===== src/rtl/instr_lane_router.sv =====
// Routes app and maintenance instructions round-robin into per-lane instruction FIFOs,
// counts each app sequence and hands it to the dispatcher once its END word arrives.
module instr_lane_router #(
  parameter int          NUM_LANES   = 2,
  parameter int          INSTR_WIDTH = 32,
  parameter logic [3:0]  END_OPCODE  = 4'hF
) (
  input  logic                   clk,
  input  logic                   rst,
  input  logic                   dispatcher_ready,
  input  logic                   app_en,
  output logic                   app_ack,
  input  logic [INSTR_WIDTH-1:0] app_instr,
  input  logic                   maint_en,
  output logic                   maint_ack,
  input  logic [INSTR_WIDTH-1:0] maint_instr,
  output logic [NUM_LANES-1:0]   lane_wr_en,
  output logic [INSTR_WIDTH-1:0] lane_wr_data,
  input  logic [NUM_LANES-1:0]   lane_full,
  output logic                   process_iseq,
  output logic [INSTR_WIDTH-1:0] issued_instr,
  output logic                   is_issued_app,
  output logic                   is_issued_mnt,
  output logic [15:0]            seq_len
);

  localparam int PTR_W = (NUM_LANES > 1) ? $clog2(NUM_LANES) : 1;

  typedef enum logic [1:0] {IDLE, APP, ISSUE, WAIT} state_t;

  state_t                 state_reg, state_next;
  logic [PTR_W-1:0]       lane_ptr_reg;
  logic [15:0]            cnt_reg;
  logic [15:0]            seq_len_reg;
  logic [INSTR_WIDTH-1:0] issued_instr_reg;
  logic                   is_issued_app_reg, is_issued_mnt_reg;

  logic is_end, app_xfer, app_wr, seq_end;

  assign is_end   = (app_instr[INSTR_WIDTH-1 -: 4] == END_OPCODE);
  assign app_xfer = app_en & app_ack;
  assign app_wr   = app_xfer & ~is_end;
  // An END seen in IDLE is an empty sequence: acked but never closes anything.
  assign seq_end  = app_xfer & is_end & (state_reg == APP);

  always_ff @(posedge clk) begin
    if (rst) state_reg <= IDLE;
    else     state_reg <= state_next;
  end

  always_comb begin
    state_next = state_reg;
    case (state_reg)
      IDLE:    if (maint_ack) state_next = ISSUE;
               else if (app_wr) state_next = APP;
      APP:     if (seq_end) state_next = ISSUE;
      ISSUE:   if (!dispatcher_ready) state_next = WAIT;
      WAIT:    if (dispatcher_ready) state_next = IDLE;
      default: state_next = IDLE;
    endcase
  end

  // Maintenance wins in IDLE; app traffic only stalls on the lane it would write next.
  always_comb begin
    app_ack      = 1'b0;
    maint_ack    = 1'b0;
    process_iseq = 1'b0;
    if (!rst) begin
      case (state_reg)
        IDLE: begin
          maint_ack = maint_en & dispatcher_ready;
          app_ack   = ~(maint_en & dispatcher_ready) & ~lane_full[lane_ptr_reg];
        end
        APP:     app_ack = ~lane_full[lane_ptr_reg];
        ISSUE:   process_iseq = 1'b1;
        default: ;
      endcase
    end
  end

  genvar gi;
  generate
    for (gi = 0; gi < NUM_LANES; gi++) begin : g_lane
      assign lane_wr_en[gi] = (app_wr && (lane_ptr_reg == PTR_W'(gi))) || ((gi == 0) && maint_ack);
    end
  endgenerate

  assign lane_wr_data = maint_ack ? maint_instr : app_instr;

  always_ff @(posedge clk) begin
    if (rst) begin
      lane_ptr_reg      <= '0;
      cnt_reg           <= '0;
      seq_len_reg       <= '0;
      issued_instr_reg  <= '0;
      is_issued_app_reg <= 1'b0;
      is_issued_mnt_reg <= 1'b0;
    end else begin
      is_issued_app_reg <= app_wr;
      is_issued_mnt_reg <= maint_ack;
      if (app_wr || maint_ack) issued_instr_reg <= lane_wr_data;
      if (app_wr) begin
        if (lane_ptr_reg == PTR_W'(NUM_LANES - 1)) lane_ptr_reg <= '0;
        else                                       lane_ptr_reg <= lane_ptr_reg + PTR_W'(1);
        if (cnt_reg != 16'hFFFF) cnt_reg <= cnt_reg + 16'd1;
      end
      if (seq_end) begin
        seq_len_reg  <= cnt_reg;
        cnt_reg      <= '0;
        lane_ptr_reg <= '0;
      end
    end
  end

  assign issued_instr  = issued_instr_reg;
  assign is_issued_app = is_issued_app_reg;
  assign is_issued_mnt = is_issued_mnt_reg;
  assign seq_len       = seq_len_reg;

endmodule


===== config.mk =====
export PLATFORM = sky130hd
export DESIGN_NAME = instr_lane_router
export DESIGN_NICKNAME = d
export VERILOG_FILES = /design/src/rtl/instr_lane_router.sv
export SDC_FILE = /design/constraint.sdc
export NUM_CORES = 1
export LEC_CHECK = 0
export CELL_PAD_IN_SITES_DETAIL_PLACEMENT = 0
export CELL_PAD_IN_SITES_GLOBAL_PLACEMENT = 1
export CORE_ASPECT_RATIO = 1.75
export CORE_MARGIN = 5
export CORE_UTILIZATION = 29
export DETAILED_ROUTE_END_ITERATION = 7
export PLACE_DENSITY_LB_ADDON = 0.15
export REMOVE_ABC_BUFFERS = 1
export SLEW_MARGIN = 0
export SYNTH_ARGS = -nofsm -noshare
export SYNTH_HDL_FRONTEND = slang
export SYNTH_SLANG_ARGS = --single-unit

===== constraint.sdc =====
create_clock -name clk -period 2.9 [get_ports clk]
set_input_delay 0.58 -clock clk [delete_from_list [all_inputs] [get_ports clk]]
set_output_delay 0.58 -clock clk [all_outputs]
set_load 0.03 [all_outputs]

==> metrics list <==
- The total count of hold-check failures in the final report was 0.
* Maximum number of buffers from clock root to sink: 2
- The portion of synthesized area spent on multiplexers is 0.178.
- Largest register FFs: 32
- Across all hold checks on the routed design, the worst slack comes to 0.491 ns.
- In this run, synthesis produced a sequential element count of 69.
* Maximum achievable frequency: 369 MHz
- Fraction of synthesis flops using an asynchronous set or reset pin: 0
- The number of placed instances, taps included, is 678.
- Number of slew-limit violations in the final report: 0
* Highest-utilization routing layer at the global route stage: met2
- The library cells used most frequently in the layout, excluding fill and tap cells, are sky130_fd_sc_hd__clkdlybuf4s50_1, sky130_fd_sc_hd__nor2_1, sky130_fd_sc_hd__dfxtp_1.
* Clock transition at the register clock pins on the worst setup and hold paths after CTS: 0.06 ns
* Parity-gate share of the synthesized area counting xor and xnor cells: 0.00534
* Post-Route Utilization: 0.492
- Initial DRC Count: 91
- Setup repair after global routing left no endpoint under its margin.
* Pin count of the biggest net entering global routing: 57
- P&R area growth vs syn: 66.6%
- Of the total synthesized cell area, the portion taken by full adders, half adders and majority gates is 0.0191.
* Crit path launch type: flop
- Of all nets on the critical path, the largest fanout is 8.
- The initial antenna violation count came to 0.
* Post-route minimum period: around 2.7 ns
* Routed vias/inst: 4.90
- Antenna Cells: 0
- Longest individual stage delay on the worst path: 0.35 ns
- For this run, design rule violations remaining after detail routing come to 0.
- The tree built by TritonCTS fans out to 69 sinks.
- For this run, global-route usage on met2 was measured as 0.301.
* Proportion of synthesized chip area in sequential cells: 0.421
- Buf/Inv on CP: 5
* Number of ports placed on the die boundary: 158
- Timing analysis after detailed placement gives a worst setup slack of -0.470 ns.
* Die boundary height: 151 µm
- Traced cell by cell, the critical path runs through inv_1 -> ha_1 -> inv_1 -> or2_4 -> clkinv_8 -> bufbuf_16 -> mux2_2 -> buf_4.
- For met1 alone, demand over resource in global routing was 0.162.
* Total Neg Setup Slack: 0 ns
- Number of warnings issued by yosys: 0
- Critical path arrival: ~2.1 ns
* Number of synthesized flops with an enable pin: 0
- Layout cells sized above 1: 0.232
* Total number of vias: 3412
- Maximum clock skew at final layout: 0.00905 ns
- Power spread over the standard cell area amounts to around 600 nW/µm².
- Buffers placed on the I/O ports in this run total 157.
* Lkg Pwr: 2.21 nW
* Area of the core: ~11000 µm²
- Count of maximum capacitance violations: 0
- Latest clock arrival within the worst-skew pair: between 0.3 and 0.4 ns
- PnR worst setup slack: 0.188 ns
- For this run the aggregate overflow at the end of global routing stands at 0.
- Predominant post-synthesis flop cell: sky130_fd_sc_hd__dfxtp_1
- The area fraction in compound gates after synthesis was 0.0705.
- Class of the worst hold path: flop to flop
* DIE AREA: around 14000 µm²
* Worst IR Drop VDD: around 280 µV
* Slew at the pin closest to its max-slew limit: about 0.63 ns
* Start-to-end type of the worst setup path: flop to output pin
- Vias in the first global route: approximately 3500
- Depth of the CTS H-tree: 3
- Once detailed placement completed, the half-perimeter wirelength came to 8.92 mm.
* Std-Cell Rows: just over 50
- Number of standard cells after synthesis: ~380
- After the last flow step, the layout net total stands at 635.
- Once the clock tree was built, the setup fixing pass inserted 0 buffers.
- CTS tree: yes
- Post-route antenna net violation count: 0
- After synthesis, the largest family of logic cells by area is simple AND/OR/NAND/NOR gates.
- After detailed placement, the total cell area comes to roughly 5200 µm².
- GP Congestion: 0.805
- The filler cells instantiated in the layout total 1124.
* Starting density of the core: 0.296
- Most frequent standard cell in the layout excluding fill and tap cells: sky130_fd_sc_hd__clkdlybuf4s50_1
* Finished layout cell area: 5470 µm²
- Buffers inserted to repair hold after CTS numbered 0.
- The netlist uses 46 different library cells.
- The worst setup path is captured at an output pin.
* Post-Route WL: 11.6 mm
- The finished layout holds 696 standard cells, fillers aside.
* Die span in x: 90.4 µm
- Dividing the final minimum period by the clock period gives 0.935.
* Final number of setup-violating endpoints: 0
- Pre-antenna DRT Iters: 4
* Most used cell along the critical path: sky130_fd_sc_hd__inv_1
- Summing every instance area after synthesis gives approximately 3300 µm².
- Clock tree synthesis inserted a total of 9 buffers.
- The cell family contributing the most delay on the critical path is buffers and inverters.
- Status: complete, no violations
- Data on the critical path is required at its endpoint by 2.32 ns.
- In the global route stage, overall resource usage came out at 0.167.
- The design draws 3.28 mW.
- Dividing the detail-routed wire length by the instance count gives approximately 17 µm.
* Fraction of the mapped netlist area in simple logic gates: 0.268
- Averaged over all synthesized cells, the footprint is 8.68 µm².
* Met3 track utilization from global routing: 0.0710
* Library cell used as clock root buffer: sky130_fd_sc_hd__clkbuf_16
- First-pass GRT wire length: 17.8 mm
* Worst slew margin relative to its limit: 0.583
- The largest individual stage delay along the critical path comes from the cell sky130_fd_sc_hd__mux2_2.
## final timing paths
check,from,to,slack (ns),cells past startpoint
setup / recovery,state_reg[1]$_SDFFE_PP0P_,lane_wr_data[24],0.19,8
hold / removal,seq_len[13]$_SDFFE_PP0P_,seq_len[13]$_SDFFE_PP0P_,0.49,2
setup reg to reg,lane_ptr_reg$_SDFFE_PP0P_,cnt_reg[15]$_SDFFE_PP0P_,0.59,6
hold reg to reg,seq_len[13]$_SDFFE_PP0P_,seq_len[13]$_SDFFE_PP0P_,0.49,2
## repair_timing
action,in CTS,in global routing
pin swaps,1,2
gates cloned,2,0
hold endpoints to repair,0,0
gates resized for setup,141,1
setup endpoints to repair,32,16
## layout make-up
cell class,instances,area [µm²],area share
clock buffers,9,225,0.0412
clock inverters,7,50.0,0.00915
well taps,132,165,0.0302
multi-input cells,279,1790,0.328
flip-flops and latches,69,1380,0.253
repair buffers,191,1810,0.331
inverters,9,46.3,0.00847
## worst min-delay path: stages (launching register included)
cell and delay, ns:
sky130_fd_sc_hd__dfxtp_1 0.33, sky130_fd_sc_hd__a21oi_1 0.06, sky130_fd_sc_hd__nor2_1 0.07
## metal layers
layer,vias up,share of wire
li1,1689,-
met1,1566,0.35
met2,134,0.52
met3,23,0.095
met4,0,0.032
met5,-,0
## cells by family (layout without fill, tap and decap cells)
group | count (synthesis) | count (layout)
multiplexers | 53 | 53
adder cells (fa/ha/maj) | 5 | 5
flip-flops | 69 | 69
AND/OR/NAND/NOR | 184 | 184
buffers and inverters | 30 | 216
XOR/XNOR | 2 | 2
AO/OA/AOI/OAI | 35 | 35
## Yosys cell counts (all sizes together) (2+ instances only)
library cell	number	area (µm²)
or3	2	13.8
nand3	6	42.5
o21ai	2	10.0
clkbuf	13	48.8
o41ai	3	26.3
a211oi	3	22.5
nand3b	2	15.0
mux2	34	383
nor3	36	180
nor2b	3	18.8
buf	8	40.0
a21oi	14	70.1
ha	5	62.6
dfxtp	69	1380
o31ai	7	52.6
nand4	5	31.3
or4	4	30.0
and4	6	53.8
xnor2	2	17.5
and3	5	33.8
inv	8	30.0
nand2	14	52.6
nor2	93	349
mux2i	19	203
and2	2	12.5
## where the power goes
group / switching (mW) / internal [mW]
Sequential: 0.0564 / 1.05
Combinational: 0.654 / 0.520
Clock: 0.418 / 0.580
No activity file was read; power rests on OpenSTA's default activity.
